<file path="src/rtl/key_debouncer_pkg.sv">
// Shared types and defaults for the pushbutton debouncer.
// Latency: n/a (types and constants only).
// Backpressure: n/a.
package key_debouncer_pkg;

    // Per-key debounce FSM encoding; the two CONFIRM states hold the old level
    // while the stability window is being counted.
    typedef enum logic [1:0] {
        RELEASED        = 2'd0,
        CONFIRM_PRESS   = 2'd1,
        PRESSED         = 2'd2,
        CONFIRM_RELEASE = 2'd3
    } key_state_t;

    // 20 ms at 50 MHz.
    localparam int DEFAULT_STABLE_CYCLES = 1_000_000;

    // Debounced level implied by a state: the reported level only changes once
    // a confirmation window completes, so CONFIRM_RELEASE still reads pressed.
    function automatic logic state_level(input key_state_t st);
        return (st == PRESSED) || (st == CONFIRM_RELEASE);
    endfunction

endpackage

</file>
<file path="src/rtl/key_debounce_channel.sv">
// One key: 2-flop synchroniser, debounce FSM with stability counter, registered level/pulses.
// Latency: STABLE_CYCLES+2 clocks from first capture of a new raw level to the outputs.
// Backpressure: none; free-running, pulses are one clock wide and cannot be stalled.
module key_debounce_channel
    import key_debouncer_pkg::*;
#(
    parameter int STABLE_CYCLES = DEFAULT_STABLE_CYCLES
) (
    input  logic clk,
    input  logic reset_n,
    input  logic key_n_i,
    output logic pressed_o,
    output logic press_pulse_o,
    output logic release_pulse_o
);

    localparam int                   CNT_WIDTH = $clog2(STABLE_CYCLES + 1);
    localparam logic [CNT_WIDTH-1:0] CNT_LAST  = CNT_WIDTH'(STABLE_CYCLES - 1);

    logic                 sync1;
    logic                 sync2;
    logic                 sample;       // 1 = key pressed, after synchronisation
    key_state_t           state_q;
    key_state_t           state_d;
    logic [CNT_WIDTH-1:0] cnt_q;
    logic [CNT_WIDTH-1:0] cnt_d;
    logic                 window_done;
    logic                 pressed_d;
    logic                 press_pulse_d;
    logic                 release_pulse_d;

    // Two-flop synchroniser; resets to the released (high) raw level so no
    // spurious press is seen coming out of reset.
    always_ff @(posedge clk or negedge reset_n) begin
        if (!reset_n) begin
            sync1 <= 1'b1;
            sync2 <= 1'b1;
        end else begin
            sync1 <= key_n_i;
            sync2 <= sync1;
        end
    end

    assign sample      = ~sync2;
    assign window_done = (cnt_q == CNT_LAST);

    // FSM state and stability counter registers.
    always_ff @(posedge clk or negedge reset_n) begin
        if (!reset_n) begin
            state_q <= RELEASED;
            cnt_q   <= '0;
        end else begin
            state_q <= state_d;
            cnt_q   <= cnt_d;
        end
    end

    // Next-state logic: any opposite sample during a confirmation falls back to
    // the old level with a cleared counter, so the full window restarts.
    always_comb begin
        state_d = state_q;
        cnt_d   = '0;
        case (state_q)
            RELEASED: begin
                if (sample) begin
                    state_d = CONFIRM_PRESS;
                end
            end
            CONFIRM_PRESS: begin
                if (!sample) begin
                    state_d = RELEASED;
                end else if (window_done) begin
                    state_d = PRESSED;
                end else begin
                    cnt_d = cnt_q + 1'b1;
                end
            end
            PRESSED: begin
                if (!sample) begin
                    state_d = CONFIRM_RELEASE;
                end
            end
            CONFIRM_RELEASE: begin
                if (sample) begin
                    state_d = PRESSED;
                end else if (window_done) begin
                    state_d = RELEASED;
                end else begin
                    cnt_d = cnt_q + 1'b1;
                end
            end
            default: begin
                state_d = RELEASED;
            end
        endcase
    end

    // Output decode: pulses fire only on the accepting transition, the level
    // follows the state being entered so it lines up with the pulse.
    always_comb begin
        press_pulse_d   = (state_q == CONFIRM_PRESS)   &&  sample && window_done;
        release_pulse_d = (state_q == CONFIRM_RELEASE) && !sample && window_done;
        pressed_d       = state_level(state_d);
    end

    // Registered outputs keep key_n_i off any combinational path to the ports;
    // pulses are recomputed every clock so they drop after one cycle.
    always_ff @(posedge clk or negedge reset_n) begin
        if (!reset_n) begin
            pressed_o       <= 1'b0;
            press_pulse_o   <= 1'b0;
            release_pulse_o <= 1'b0;
        end else begin
            pressed_o       <= pressed_d;
            press_pulse_o   <= press_pulse_d;
            release_pulse_o <= release_pulse_d;
        end
    end

    // Press and release are mutually exclusive on one channel.
    a_pulse_exclusive: assert property (@(posedge clk) disable iff (!reset_n)
        !(press_pulse_o && release_pulse_o));

    // The stability counter stays inside its window.
    a_cnt_bounded: assert property (@(posedge clk) disable iff (!reset_n)
        cnt_q <= CNT_LAST);

endmodule

</file>
<file path="src/rtl/key_debouncer.sv">
// Debounces N_KEYS active-low pushbuttons into active-high levels and press/release pulses.
// Latency: STABLE_CYCLES+2 clocks from first capture of a raw edge to the outputs.
// Backpressure: none; each channel runs independently every clock.
module key_debouncer
    import key_debouncer_pkg::*;
#(
    parameter int N_KEYS        = 2,
    parameter int STABLE_CYCLES = DEFAULT_STABLE_CYCLES
) (
    input  logic              clk,
    input  logic              reset_n,
    input  logic [N_KEYS-1:0] key_n_i,
    output logic [N_KEYS-1:0] pressed_o,
    output logic [N_KEYS-1:0] press_pulse_o,
    output logic [N_KEYS-1:0] release_pulse_o
);

    // One fully independent debounce channel per key; channels share nothing.
    for (genvar i = 0; i < N_KEYS; i++) begin : g_chan
        key_debounce_channel #(
            .STABLE_CYCLES (STABLE_CYCLES)
        ) u_chan (
            .clk             (clk),
            .reset_n         (reset_n),
            .key_n_i         (key_n_i[i]),
            .pressed_o       (pressed_o[i]),
            .press_pulse_o   (press_pulse_o[i]),
            .release_pulse_o (release_pulse_o[i])
        );
    end

endmodule

</file>
<file path="config.mk">
export PLATFORM = sky130hd
export DESIGN_NAME = key_debouncer
export DESIGN_NICKNAME = d
export VERILOG_FILES = /design/src/rtl/key_debouncer_pkg.sv /design/src/rtl/key_debounce_channel.sv /design/src/rtl/key_debouncer.sv
export SDC_FILE = /design/constraint.sdc
export NUM_CORES = 1
export LEC_CHECK = 0
export BUFFER_PORTS_ARGS = -buffer_cell sky130_fd_sc_hd__buf_4
export CAP_MARGIN = 25
export CORE_MARGIN = 10
export CORE_UTILIZATION = 30
export DETAILED_ROUTE_END_ITERATION = 8
export GPL_ROUTABILITY_DRIVEN = 0
export GPL_TIMING_DRIVEN = 0
export HOLD_SLACK_MARGIN = 0.05
export SKIP_LAST_GASP = 1
export SYNTH_ARGS = -nofsm -noshare
export SYNTH_HDL_FRONTEND = slang
export SYNTH_SLANG_ARGS = --single-unit
</file>
<file path="constraint.sdc">
create_clock -name clk -period 5.35 [get_ports clk]
set_clock_uncertainty 0.2 [all_clocks]
set_input_delay 0.2675 -clock clk [delete_from_list [all_inputs] [get_ports clk]]
set_output_delay 0.2675 -clock clk [all_outputs]
set_load 0.005 [all_outputs]
</file>
==> results.py <==
metrics = {
    "synth": {
        "synth_cells": 246,
        "synthArstFlopShare": 1.00,
        "ys_warn_count": 0,
        "synth_edf_count": 0,
        "synth.most_common_cell": "dfrtp_1",
        "avgSynthCellArea_um2": 10.5,
        "ys.flop_type": "dfrtp_1",
        "synthTopCellsByCount": "dfrtp_1 (50), nor2_1 (30), xor2_1 (16)",
        "yosysTopAreaCellShare": 0.483,
        "synth-seq-cells": 54,
        "yosysSeqAreaShare": 0.524,
        "synth.distinct_cells": 39,
        "synth_area_leaders": "dfrtp_1 (48%), xor2_1 (5.4%), nor2_1 (4.3%), dfstp_2 (4.1%), xnor2_1 (3.0%)",
        "synth_nets": 252,
        "syn_area_mm2": 0.00259,
        "synth_largest_area_cell": "dfrtp_1",
    },
    "routing": {
        "wl_per_cell_um": 12.2,
        "via_per_inst": 4.91,
        "num_vias": 1823,
        "drtIter0Drc": 82,
        "wl_mm": 4.53,
        "dr.pass1.iters": 4,
        "drtAntennaViolNets": 0,
        "drcViolationCount": 0,
    },
    "clock_network": {
        "clkTransAtPathRegs_ns": 0.09,
        "cts_sinks": 54,
        "cts_max_path_buffers": 2,
        "cts_tree": "yes",
        "clk_latency_ns": 0.30,
        "numCtsBuffers": 5,
        "root_buffer": "clkbuf_8",
        "h-tree-depth": 2,
    },
    "die": {
        "die_w_um": 113,
        "io_pins": 10,
        "start_util": 0.312,
        "core_area_mm2": 0.00830,
        "die_h_um": 113,
        "die_area_mm2": 0.0127,
        "std_cell_rows": 33,
    },
    "layout": {
        "area_growth_syn_to_layout_pct": 13.1,
        "layout.nets": 271,
        "drive_above_1_share": 0.162,
        "utilization": 0.353,
        "diodes": 0,
    },
    "critical_path": {
        "cpMaxStageDelayCell": "nor4_1",
        "crit_path_end": "g_chan[0].u_chan.cnt_q[14]",
        "setup.worst_path.start": "g_chan[0].u_chan.cnt_q[0]",
        "required_ns": 5.34,
        "r2r_end": "g_chan[0].u_chan.cnt_q[14]",
        "arrival_ns": 2.22,
        "r2r_cells": 7,
        "reg2reg_from": "g_chan[0].u_chan.cnt_q[0]",
        "endpoint_kind": "register",
        "critical_path_peak_fanout": 10,
        "max_stage_delay_ns": 0.42,
        "crit_type": "register to register",
        "path_cells": "ha_1 -> nand3_1 -> nor4_1 -> a21o_1 -> buf_4 -> buf_2 -> nor2_1",
        "start_kind": "register",
        "reg2reg_setup_slack_ns": 3.12,
    },
    "min_path": {
        "hold_path.class": "register to register",
        "min-delay-start": "g_chan[0].u_chan.sync1",
    },
    "timing": {
        "fin_tns_setup_ns": 0,
        "max_slew_margin": 0.550,
        "hold_viol": 0,
        "fmax_mhz": 448,
        "min_period_ns": 2.23,
        "worst_pin_slew_ns": 0.675,
        "rsz0062_at_grt": "no",
        "slew_violations": 0,
        "timing.final.crit_share": 0.417,
        "setup_viol": 0,
    },
    "global_routing": {
        "overflow": 0,
        "antenna_found_initial": 0,
        "grt_use_total": 0.0741,
        "grt_max_degree": 55,
        "grt_pass1_vias": 1729,
        "grt_pass1_wl_mm": 8.05,
    },
    "power_and_ir_drop": {
        "leakage_nw": 1.24,
        "p_per_area_mw_per_mm2": 237,
        "ir_drop_mv": 0.113,
    },
    "placement": {
        "dp_hpwl_mm": 3.10,
        "port-buffer-count": 9,
    },
    "outcome": {
        "outcome": "complete, no violations",
    },
    "job": {
        "maxCapViolCount": 0,
    },
}
## timing repair
action | in CTS | in global routing
endpoints found under the hold margin | 52 | 0
setup buffers | 0 | 0
hold buffers | 3 | 0
resized for setup | 0 | 0
## layout by cell type, fill, tap and decap left out, types with 6 or more instances in the layout
cell type / instances
dfrtp_1: 50
nor2_1: 30
buf_4: 17
xor2_1: 16
a21oi_1: 12
nand4_1: 11
nand3_1: 11
nand2_1: 11
xnor2_1: 9
and3_1: 9
clkbuf_8: 8
inv_1: 7
o31ai_1: 7
or4_1: 6
o21ai_0: 6
## worst max-delay path: cells and delay by family (launching register included)
family                     cells  cell delay (ns)
buffers and inverters          2             0.39
and+or+nand+nor                3             0.74
adders and majority gates      1             0.23
DFF                            1             0.40
AOI/OAI and AO/OA              1             0.17
## how the worst min path moves through the flow
stage	to	cells past startpoint	slack, ns
after detailed placement	g_chan[1].u_chan.sync2	0	0.15
after floorplan	g_chan[0].u_chan.cnt_q[0]	0	-0.23
after CTS	g_chan[1].u_chan.sync2	0	0.16
after global routing	g_chan[1].u_chan.sync2	0	0.16
final	g_chan[0].u_chan.sync2	0	0.16
after global placement	g_chan[1].u_chan.sync2	0	0.15
## area by class of cell
cell class / instances / area [µm²]
clock buffer: 8 / 110
timing repair buffer: 12 / 97.6
multi-input combinational: 169 / 1100
buffer: 16 / 108
sequential: 54 / 1360
inverter: 7 / 26.3
fill: 803 / 5370
tap: 105 / 131
## routing by layer
metal / track usage / part of all wire / vias to the layer above / wire length (µm)
met5: 0 / 0 / - / 0
met4: 0.0279 / 0.013 / 0 / 58
met3: 0.0195 / 0.039 / 4 / 178
met2: 0.115 / 0.45 / 32 / 2050
met1: 0.0964 / 0.49 / 889 / 2240
li1: - / - / 898 / -
## flip-flops by register name (all words and copies together) (netlist names)
name and count:
g_chan.u_chan.cnt_q 40, g_chan.u_chan.state_q 4, g_chan.u_chan.press_pulse_o 2, g_chan.u_chan.pressed_o 2, g_chan.u_chan.release_pulse_o 2, g_chan.u_chan.sync1 2
g_chan.u_chan.sync2 2
## cell families (layout without fill, tap and decap cells)
| family | Yosys count | after routing | synth area share |
|---|---|---|---|
| AOI/OAI and AO/OA | 28 | 28 | 0.0643 |
| xor gates and xnor gates | 25 | 25 | 0.0845 |
| adders and majority gates | 2 | 2 | 0.00966 |
| buffers and inverters | 23 | 43 | 0.0517 |
| DFF | 54 | 54 | 0.524 |
| muxes | 4 | 4 | 0.0155 |
| and+or+nand+nor | 110 | 110 | 0.251 |
## power by group
group / leakage, nW / total, mW / switching [mW] / internal, mW
Clock: 0.0575 / 0.258 / 0.127 / 0.131
Combinational: 0.445 / 0.0218 / 0.0152 / 0.00653
Sequential: 0.734 / 0.416 / 0.00306 / 0.413
Total: 1.24 / 0.696 / 0.145 / 0.550
## per-stage QoR
stage | setup slack, ns | cell area, µm² | std cells | hold slack (ns) | power, mW
floorplan | 3.46 | 2590 | 246 | -0.228 | 0.432
global route | 2.87 | 2930 | 371 | 0.165 | 0.730
CTS | 3.09 | 2930 | 371 | 0.160 | 0.710
global placement | 3.15 | 2790 | 360 | 0.146 | 0.445
detailed placement | 3.13 | 2790 | 360 | 0.147 | 0.445
finish | 3.12 | 2930 | 371 | 0.160 | 0.696
Power figures use the tool's default switching activity.
